$ cat config.mk
export PLATFORM = sky130hd
export DESIGN_NAME = led_round_scheduler
export DESIGN_NICKNAME = d
export VERILOG_FILES = /design/src/rtl/led_game_pkg.sv /design/src/rtl/phase_timer.sv /design/src/rtl/led_round_scheduler.sv
export SDC_FILE = /design/constraint.sdc
export NUM_CORES = 1
export LEC_CHECK = 0
export ABC_AREA = 1
export BUFFER_PORTS_ARGS = -buffer_cell sky130_fd_sc_hd__buf_2
export CORE_UTILIZATION = 58
export CTS_CLUSTER_SIZE = 30
export DETAILED_ROUTE_END_ITERATION = 10
export PLACE_DENSITY = 0.79
export REMOVE_ABC_BUFFERS = 1
export SLEW_MARGIN = 20
export SYNTH_ARGS = -nofsm -noshare
export SYNTH_HDL_FRONTEND = slang
export SYNTH_SLANG_ARGS = --single-unit
$ cat constraint.sdc
create_clock -name clk -period 2.4 [get_ports clk]
set_input_delay 0.72 -clock clk [delete_from_list [all_inputs] [get_ports clk]]
set_output_delay 0.72 -clock clk [all_outputs]
set_load 0.005 [all_outputs]
$ cat src/rtl/led_game_pkg.sv
// Shared types and widths for the LED game blocks.
package led_game_pkg;

  typedef enum logic [1:0] {
    StIdle,
    StGap,
    StOn
  } state_e;

  localparam int unsigned ProbWidth  = 7;
  localparam int unsigned LevelWidth = 4;
  localparam int unsigned TimerWidth = 16;
  localparam int unsigned RoundWidth = 8;

endpackage

$ cat src/rtl/phase_timer.sv
// Tick counter for one phase: cleared by load, advanced by tick, flags the limit-th tick.
module phase_timer
  import led_game_pkg::*;
#(
  parameter int unsigned Width = TimerWidth
) (
  input  logic             clk,
  input  logic             rst,
  input  logic             load,
  input  logic             tick,
  input  logic [Width-1:0] limit,
  output logic             terminal
);

  logic [Width-1:0] count_q, count_d;

  always_comb begin
    count_d = count_q;
    if (load) begin
      count_d = '0;
    end else if (tick) begin
      count_d = count_q + Width'(1);
    end
  end

  always_ff @(posedge clk or posedge rst) begin
    if (rst) begin
      count_q <= '0;
    end else begin
      count_q <= count_d;
    end
  end

  // Asserted during the cycle whose tick completes the phase.
  assign terminal = tick && (count_q == limit - Width'(1));

endmodule

$ cat src/rtl/led_round_scheduler.sv
// Game round scheduler: alternates gap and lit windows, ramps level and probability per round.
module led_round_scheduler
  import led_game_pkg::*;
#(
  parameter int unsigned N_LEDS           = 8,
  parameter int unsigned ON_TICKS         = 1000,
  parameter int unsigned GAP_TICKS        = 250,
  parameter int unsigned ROUNDS_PER_LEVEL = 4,
  parameter int unsigned PROB_START       = 2,
  parameter int unsigned PROB_MAX         = 16
) (
  input  logic                  clk,
  input  logic                  rst,
  input  logic                  start,
  input  logic                  stop,
  input  logic                  tick,
  input  logic                  hit,
  output logic [N_LEDS-1:0]     led_enable,
  output logic [ProbWidth-1:0]  probability,
  output logic [LevelWidth-1:0] level,
  output logic                  busy,
  output logic                  round_done
);

  state_e state_q, state_d;

  logic                  win_end;
  logic                  game_start;
  logic                  timer_load;
  logic                  timer_tick;
  logic                  terminal;
  logic [TimerWidth-1:0] limit;

  logic [RoundWidth-1:0] round_q, round_d;
  logic [LevelWidth-1:0] level_q, level_d;
  logic [ProbWidth-1:0]  prob_q, prob_d;
  logic [N_LEDS-1:0]     led_q;
  logic                  round_done_q;

  assign limit      = (state_q == StOn) ? TimerWidth'(ON_TICKS) : TimerWidth'(GAP_TICKS);
  assign timer_load = (state_d != state_q);
  assign timer_tick = tick && (state_q != StIdle);

  phase_timer #(
    .Width(TimerWidth)
  ) u_phase_timer (
    .clk     (clk),
    .rst     (rst),
    .load    (timer_load),
    .tick    (timer_tick),
    .limit   (limit),
    .terminal(terminal)
  );

  // Stop outranks everything; hit and the last tick both close a lit window.
  always_comb begin
    state_d = state_q;
    win_end = 1'b0;
    if (stop) begin
      state_d = StIdle;
    end else begin
      unique case (state_q)
        StIdle: begin
          if (start) state_d = StGap;
        end
        StGap: begin
          if (terminal) state_d = StOn;
        end
        StOn: begin
          if (hit || terminal) begin
            state_d = StGap;
            win_end = 1'b1;
          end
        end
        default: state_d = StIdle;
      endcase
    end
  end

  assign game_start = (state_q == StIdle) && (state_d == StGap);

  always_comb begin
    round_d = round_q;
    level_d = level_q;
    prob_d  = prob_q;
    if (game_start) begin
      round_d = '0;
      level_d = '0;
      prob_d  = ProbWidth'(PROB_START);
    end else if (win_end) begin
      if (round_q == RoundWidth'(ROUNDS_PER_LEVEL - 1)) begin
        round_d = '0;
        if (level_q != {LevelWidth{1'b1}}) level_d = level_q + LevelWidth'(1);
        if (prob_q < ProbWidth'(PROB_MAX)) prob_d = prob_q + ProbWidth'(1);
      end else begin
        round_d = round_q + RoundWidth'(1);
      end
    end
  end

  always_ff @(posedge clk or posedge rst) begin
    if (rst) begin
      state_q      <= StIdle;
      round_q      <= '0;
      level_q      <= '0;
      prob_q       <= ProbWidth'(PROB_START);
      led_q        <= '0;
      round_done_q <= 1'b0;
    end else begin
      state_q      <= state_d;
      round_q      <= round_d;
      level_q      <= level_d;
      prob_q       <= prob_d;
      led_q        <= {N_LEDS{state_d == StOn}};
      round_done_q <= win_end;
    end
  end

  assign led_enable  = led_q;
  assign probability = prob_q;
  assign level       = level_q;
  assign busy        = (state_q != StIdle);
  assign round_done  = round_done_q;

endmodule

Word-level counts from Yosys, hierarchy flattened. Cells that the tools add are included.

Register bits after elaboration: 39. Latch bits: 0. RAM bits: 0. Memory bits (read-only): 0. Output and inout bits: 21. Memories: 0.

Add/subtract/negate cells: 5. Multiply operators: 0. Div/mod/pow operators: 0. Magnitude comparators: 1. Eq/ne operators: 8. Shift-type cells: 0. Muxes and demuxes: 22. Bitwise gates (word level): 0. Reductions and logical operators: 13.

Operator list (count): $mux W16 (2); $mux W7 (4); $mux W8 (3); $add A16 B1 Y16 const B (1); $eq A16 B16 Y1 (1); $mux W4 (4); $reduce_bool A2 Y1 (6); $sub A10 B1 Y11 const B (1); $mux W10 (1); $add A8 B1 Y8 const B (1); $eq A8 B2 Y1 const B (1); $mux W2 (4); $add A7 B1 Y7 const B (1); $lt A7 B5 Y1 const B (1); $pmux W2 S3 (1); $reduce_and A3 Y1 (2); $add A4 B1 Y4 const B (1); $eq A2 B1 Y1 const B (2); $eq A2 B2 Y1 const B (2); $ne A4 B4 Y1 const B (1); $logic_and A1 B1 Y1 (3); $mux W1 (3); $logic_not A2 Y1 (1); $ne A2 B2 Y1 (1); $logic_or A1 B1 Y1 (1).

Longest topological paths before layout. Gate-level depths: netlist of the first run.

Word-level depth: 13. Depth in mapped cells: 15.

Modules after synthesis. Synthesis of the first run repeated with hierarchy kept, for this count alone.

Cells, all modules: 433. Area, all modules: 2956.6 um^2.

Modules (own cells, without submodules): phase_timer (instances 1, cells each 242, area each 1530.2 um^2); led_round_scheduler (instances 1, cells each 191, area each 1426.4 um^2).

Worst setup path before layout of the first run. No wires, ideal clock.

Path type: in2reg. Start: input port tick. End: register u_phase_timer.count_q[1]. Data arrival time: 1.777 ns. Required time: 2.272 ns. Slack: 0.496 ns. Stages on the path: 12. Path buffers: 1. Cell sequence: nand2_4 nor2_4 nand4_2 a21oi_1 nand2_1 nand2_2 inv_2 nand2_1 nand2_2 nand2_4 buf_8 nor2_4.

Longest elaborated chain between the ends: 8. Elaborated cells between the ends (all ways): 10. Those cells by class: eq/ne: 1; mux: 5; reduce/logical: 4.

RTL lines: from (decl) (line led_round_scheduler.sv:16) `input logic tick,`; $logic_and A1 B1 Y1 (*) (line led_round_scheduler.sv:42) `assign timer_tick = tick && (state_q != StIdle);`; $logic_and A1 B1 Y1 (*) (line phase_timer.sv:35) `assign terminal = tick && (count_q == limit - Width'(1));`; $logic_or A1 B1 Y1 (line led_round_scheduler.sv:70) `if (hit || terminal) begin`; $mux W2 (line led_round_scheduler.sv:70); $pmux W2 S3 (*) (line led_round_scheduler.sv:62) `unique case (state_q)`; $mux W2 (*) (line led_round_scheduler.sv:59) `if (stop) begin`; net state_d[0] (line led_round_scheduler.sv:25) `state_e state_q, state_d;`; $ne A2 B2 Y1 (*) (line led_round_scheduler.sv:41) `assign timer_load = (state_d != state_q);`; $mux W16 / $reduce_bool A2 Y1 (equally long branches); to (signal assigned) (line phase_timer.sv:30) `count_q <= count_d;`; to (decl) (line phase_timer.sv:15) `logic [Width-1:0] count_q, count_d;`.

Mark *: on every way through the listed nets, which the timed path passes. The rest lies on a longest branch. A chain may end at the register's enable or synchronous reset.

Final worst setup path of the first run.
Start: register state_q[1]. End: register prob_q[0] (netlist: probability[0]).

Longest elaborated chain between the ends: 13. Elaborated cells between the ends (all ways): 25. Those cells by class: add/sub: 1; eq/ne: 4; mux: 10; reduce/logical: 10.

RTL lines: from (decl) (line led_round_scheduler.sv:25); from (signal assigned) (line led_round_scheduler.sv:103) `state_q <= StIdle;`; from (signal assigned) (line led_round_scheduler.sv:110) `state_q <= state_d;`; $eq A2 B2 Y1 (line led_round_scheduler.sv:40, led_round_scheduler.sv:62); $mux W10 (line led_round_scheduler.sv:40) `assign limit = (state_q == StOn) ? TimerWidth'(ON_TICKS) : TimerWidth'(GAP_TICKS);`; $sub A10 B1 Y11 (line phase_timer.sv:35); $eq A16 B16 Y1 (line phase_timer.sv:35); $logic_and A1 B1 Y1 (line phase_timer.sv:35); $logic_or A1 B1 Y1 (line led_round_scheduler.sv:70); $mux W2 (line led_round_scheduler.sv:70); $pmux W2 S3 (line led_round_scheduler.sv:62); $mux W2 (line led_round_scheduler.sv:59); $eq A2 B1 Y1 (line led_round_scheduler.sv:80) `assign game_start = (state_q == StIdle) && (state_d == StGap);`; $logic_and A1 B1 Y1 (line led_round_scheduler.sv:80); $reduce_bool A2 Y1 (no line); $reduce_and A3 Y1 (no line); to (signal assigned) (line led_round_scheduler.sv:106) `prob_q <= ProbWidth'(PROB_START);`; to (signal assigned) (line led_round_scheduler.sv:113) `prob_q <= prob_d;`; to (decl) (line led_round_scheduler.sv:36) `logic [ProbWidth-1:0] prob_q, prob_d;`.

Several ways; a longest one is shown, not always the timed one.

==> results of run 1 <==
## state kept, by name, summed over array words and instances (netlist names)
name,cells
probability,7
u_phase_timer.count_q,16
led_enable,1
round_q,8
round_done,1
state_q,2
level,4
## worst max-delay path, stage by stage (launching register included)
cell and delay [ps]:
dfrtp_1 420, inv_2 60, nor2_2 170, nand2_1 70, nand2_1 80, nand4_2 160
nand2_2 120, nand2_1 60, nand2_1 140, nand3_4 160, o21ai_1 150, nand2_1 170
nand2_1 140, nand2_1 70
## worst min-delay path by stage
stage / start / end / slack (ps) / cells past startpoint
finish: rst / u_phase_timer.count_q[14] / 470 / 2
global route: probability[1] / probability[1] / 500 / 2
CTS: rst / u_phase_timer.count_q[1] / 490 / 2
detailed placement: probability[1] / probability[1] / 480 / 2
global placement: probability[1] / probability[1] / 480 / 2
floorplan: probability[1] / probability[1] / 470 / 2
## cells in the mapped netlist (2+ instances only)
cell type and n:
nor2_4 11, nor2_1 30, xor2_1 11, o21ai_0 11, o21a_1 2, ha_1 4, nor3_1 6, buf_4 8
o31ai_2 2, inv_1 50, nand4_1 8, nand2_2 4, dfrtp_1 38, nand2_1 77, or2_2 2, nand2_4 2
xnor2_1 6, inv_2 3, nand3_1 20
## layout make-up
| type | count | area share |
|---|---|---|
| multi-input cells | 204 | 0.431 |
| clock inverters | 2 | 0.00479 |
| inverters | 54 | 0.0776 |
| clock buffers | 6 | 0.0278 |
| well taps | 48 | 0.0230 |
| repair buffers | 30 | 0.0613 |
| flip-flops and latches | 39 | 0.374 |
## routing by layer
metal | vias to the layer above | share of wire | global-route usage
met2 | 37 | 0.49 | 0.392
met1 | 896 | 0.45 | 0.259
met4 | 0 | 0.026 | 0.106
met3 | 10 | 0.037 | 0.0534
li1 | 992 | - | -
met5 | - | 0 | 0
## power by group through the flow
stage                     logic, mW  registers (mW)  clock network (mW)
after floorplan               0.253           0.818                   0
after global placement        0.363           0.827                   0
after detailed placement      0.375           0.828                   0
after CTS                     0.378           0.815               0.442
after global routing          0.436           0.823               0.470
final                         0.375           0.816               0.434
## through the flow
step           hold slack [ps]  setup WS [ps]  instances  area, um^2  utilization
2_1_floorplan              469            314        297        2300            -
3_3_place_gp               476            187        375        2520        0.663
3_5_place_dp               480           60.9        375        2520        0.663
4_1_cts                    490            261        383        2600        0.685
5_1_grt                    505           65.0        383        2610        0.687
6_report                   466            321        383        2610        0.687
## cell families (layout without fill, tap and decap cells)
| family | Yosys count | in the layout | synth area share |
|---|---|---|---|
| DFF | 39 | 39 | 0.411 |
| adders and majority gates | 4 | 4 | 0.0210 |
| AOI/OAI and AO/OA | 18 | 18 | 0.0468 |
| and+or+nand+nor | 165 | 165 | 0.340 |
| buffers and inverters | 64 | 92 | 0.119 |
| xor gates and xnor gates | 17 | 17 | 0.0626 |
==> results.md, run 1 <==
* Post-synth EDFFs at 0
* Main flop type after synthesis: dfrtp_1
* Hold buffer count at cts at 0
* Peak supply drop at 309 uV
* DR vias/cell at 5.05
* Worst EP required at 2580 ps
* Global Route Usage Sum at 0.225
* Clock Path Buffers at 2
* Int Pwr at 1.09 mW
* Area Growth Syn to Fin at 9.78%
* Root Buffer: clkbuf_8
* Share of cells above drive strength 1 at 0.194
* Commonest non-fill, non-tap cell in the layout: nand2_1
* CTS clk-pin slew, worst paths at 70 ps
* R2R depth at 13
* Critical path type: register to register
* Initial antenna violation count at 0
* Hold Path Class: input pin to async pin
* WL final at 4.38 mm
* RSZ-0062 raised after global routing: no
* Syn. warnings at 0
* Synthesized flop and latch total at 39
* Register area at 977 um^2
* Worst R2R End: probability[0]
* Cell taking the most area after synthesis: dfrtp_1
* CTS resizes at 0
* Distinct cell type count after synthesis at 31
* Clock sink count at 39
* FF-to-FF Start: state_q[1]
* Sequential share of power at 0.502
* Maxcap violations at 0
* Worst setup path endpoint: probability[0]
* Period minus WS final at 2080 ps
* Port bufs at 26
* Worst relative slew slack at 0.636
* Endpoint type of the worst setup path: register
* Starting DRC count in detailed routing at 68
* Die area at 0.00436 mm^2
* Run status: complete, no violations
* Combinational fraction of design power at 0.231
* DR pass1 iterations at 4
* Worst skew pair latency at 300 ps
* Vias in the first global route at 1768
* Filler cells at 304
* Synth area leaders: dfrtp_1 40%, nand2_1 12%, inv_1 7.9%
* Die width at 66.0 um
* Pin count of the biggest net entering global routing at 17
* Mapped cell area at 0.00238 mm^2
* Fin crit share at 0.866
* Antenna viol nets, final at 0
* Post-DP HPWL at 3.24 mm
* Final setup violation count at 0
* First-pass GRT wire length at 7.31 mm
* Htree depth at 2
* Power Total at 1.62 mW
* Pwr Density at 622 mW/mm^2
* Worst Setup SP: state_q[1]
* Final max-slew violation count at 0
* Nets at 344
* Skew final at 10.9 ps
* Worst EP arrival at 2260 ps
* DR vias at 1935
* Leak at 1.39 nW
* Syn_area_per_cell at 7.75 um^2
* Clock share of power at 0.267
* Sw frac at 0.329
* Top cell type's share of synthesized area at 0.400
* Core ar. at 0.00380 mm^2
* Initial Utilization at 0.626
* Register area share after synthesis at 0.411
* CTS tree: yes
* Diode count at 0
* Site row count at 22
* Ports at 27
* Setup TNS at 0 ps
* R2R Setup Slk at 320 ps
* Chip Height at 66.0 um
* Commonest non-fill, non-tap cells in the layout: 77 x nand2_1, 50 x inv_1, 38 x dfrtp_1
* Total gr overflow at 0
* Synth async-reset ratio at 1.00
* Switching power at 0.534 mW
* Residual DRC at 0
* Wire length per cell at 11.4 um
* Final Hold Vio Count at 0
* Fmax at 481 MHz
* Postcts setup bufs at 0
* Total CTS buffers at 5
* Slew at the pin closest to its max-slew limit at 545 ps
* GP Congestion at 0.864
* Worst Path Max Fanout at 13
* CP startpoint kind: register
* Synthesized instance count at 307
* Multi-input logic area at 0.00113 mm^2
(Power assumes the default switching activity.)
==> inputs of run 2 (changes only) <==
Settings changed: BUFFER_PORTS_ARGS -buffer_cell sky130_fd_sc_hd__buf_2 to default, CORE_UTILIZATION 58 to 61, DONT_BUFFER_PORTS from default to 1, PLACE_DENSITY 0.79 to 0.77.
==> results.md, run 2 (synthesis results as in run 1) <==
* Biggest register: u_phase_timer.count_q
* Crit path largest cell delay at 430 ps (about the same)
* Clock sink count at 39 (unchanged)
* GP Congestion at 0.898 (+4.0%)
* Initial Utilization at 0.645 (+0.0187)
* Critical path type: register to register
* Dpl ws at 225 ps (+164 ps)
* Endpoint type of the worst setup path: register
* Max FFs per register at 16 (unchanged)
* Final Hold Vio Count at 0 (unchanged)
* DR vias/cell at 5.10 (+0.86%)
* Postcts setup bufs at 0 (unchanged)
* Total gr overflow at 0 (unchanged)
* Run status: complete, no violations
* Final Instance Area at 0.00250 mm^2 (-4.1%)
* Peak supply drop at 367 uV (+19%)
* First-pass GRT wire length at 7.09 mm (-2.9%)
* RSZ-0062 raised after global routing: no
* Final max-slew violation count at 0 (unchanged)
* Residual DRC at 0 (unchanged)
* Core ar. at 0.00369 mm^2 (-2.9%)
* Commonest non-fill, non-tap cells in the layout: 77 x nand2_1, 50 x inv_1, 38 x dfrtp_1
* Maxcap violations at 0 (unchanged)
* Nets at 316 (-8.1%)
* Worst EP required at 2600 ps (+20 ps)
* Period minus WS final at 2060 ps (-17.4 ps)
* Initial antenna violation count at 0 (unchanged)
* Antenna viol nets, final at 0 (unchanged)
* DP Area at 0.00239 mm^2 (-5.3%)
* Total CTS buffers at 5 (unchanged)
* Die area at 0.00415 mm^2 (-4.8%)
* Ports at 27 (unchanged)
* Final setup violation count at 0 (unchanged)
* Worst skew pair latency at 300 ps (about the same)
* CTS tree: yes
* Htree depth at 2 (unchanged)
* Vias in the first global route at 1700 (-3.8%)
* DR pass1 iterations at 4 (unchanged)
* Pin count of the biggest net entering global routing at 30 (+13)
* CTS resizes at 0 (unchanged)
* Post-DP HPWL at 2.96 mm (-8.7%)
* Hold buffer count at cts at 0 (unchanged)
* Skew final at 14.6 ps (+3.65 ps)
* DR vias at 1809 (-6.5%)
* Die width at 64.4 um (-2.4%)
* WL final at 4.02 mm (-8.2%)
* Root Buffer: clkbuf_8
* Global Route Usage Sum at 0.220 (-0.00496)
* Fmax at 485 MHz (+0.84%)
* Diode count at 0 (unchanged)
* CP startpoint kind: register
* Worst Path Max Fanout at 14 (+1)
* Pwr Density at 678 mW/mm^2 (+9.0%)
* Chip Height at 64.4 um (-2.4%)
* Hold Path Class: input pin to async pin
* Cells along the critical path: inv_2, nand2_2, nand2_4, nor2_4, nand4_2, nand2_2, nand2_1, nand2_1, nand3_2, buf_4, nand2_1, nand2_1, nand2_1, nand2_1
* CP dominant cell by count: nand2_1
* Share of cells above drive strength 1 at 0.124 (-0.0703)
* Fin worst setup slack at 338 ps (+17.4 ps)
* Worst EP arrival at 2260 ps (about the same)
* Site row count at 22 (unchanged)
* Leak at 1.27 nW (-8.3%)
* Commonest non-fill, non-tap cell in the layout: nand2_1
* CTS clk-pin slew, worst paths at 80 ps (about the same)
* Fin util at 0.679 (-0.00865)
* Slew at the pin closest to its max-slew limit at 462 ps (-83.0 ps)
* Area Growth Syn to Fin at 5.26%
* Slowest CP cell: dfrtp_1
* Fin crit share at 0.859 (-0.00725)
* Starting DRC count in detailed routing at 141 (+110%)
* Wire length per cell at 11.3 um (-0.95%)
* Clock Path Buffers at 2 (unchanged)
* Port bufs at 0 (-100%)
* Worst relative slew slack at 0.691 (+0.0554)
* Setup TNS at 0 ps (unchanged)
* Inst Count DP at 347 (-7.5%)
* Fin cells at 355 (-7.3%)
run 2: path summary, 6_finish.rpt:
kind | endpoint | cells past startpoint | from | slack [ps]
max | level[0] | 14 | state_q[0] | 340
min | u_phase_timer.count_q[1] | 1 | rst | 320
max reg2reg | level[0] | 14 | state_q[0] | 340
min reg2reg | probability[1] | 2 | probability[1] | 500
max in group asynchronous | probability[1] | 2 | rst | 1510
min in group clk | probability[1] | 2 | probability[1] | 500
run 2: per-layer routing:
layer | vias to the layer above | GRT usage | share of wire
met3 | 7 | 0.0511 | 0.024
met1 | 837 | 0.267 | 0.45
met4 | 0 | 0.0750 | 0.018
met2 | 26 | 0.384 | 0.51
met5 | - | 0 | 0
li1 | 939 | - | -
run 2: stage by stage:
stage	power, mW	hold slack, ps
final	1.70	322
after global routing	1.80	361
after CTS	1.71	330
after detailed placement	1.15	490
after global placement	1.14	484
after floorplan	1.07	469
run 2: cell type report:
cell class	count	area (um^2)
inverter	54	203
multi-input combinational	204	1120
clock inverter	2	35.0
fill	321	1180
clock buffer	6	82.6
sequential	39	977
tap	48	60.1
timing repair buffer	2	27.5
run 2: critical path: cells and delay by family, from the launching register on:
| kind | cells | cell delay [ps] |
|---|---|---|
| buffers and inverters | 2 | 340 |
| DFF | 1 | 430 |
| and+or+nand+nor | 12 | 1200 |
run 2: power breakdown:
group          internal, mW  switching [mW]  total (mW)
sequential            0.727           0.104       0.831
combinational         0.117           0.181       0.298
clock                 0.336           0.232       0.568
total                  1.18           0.517        1.70
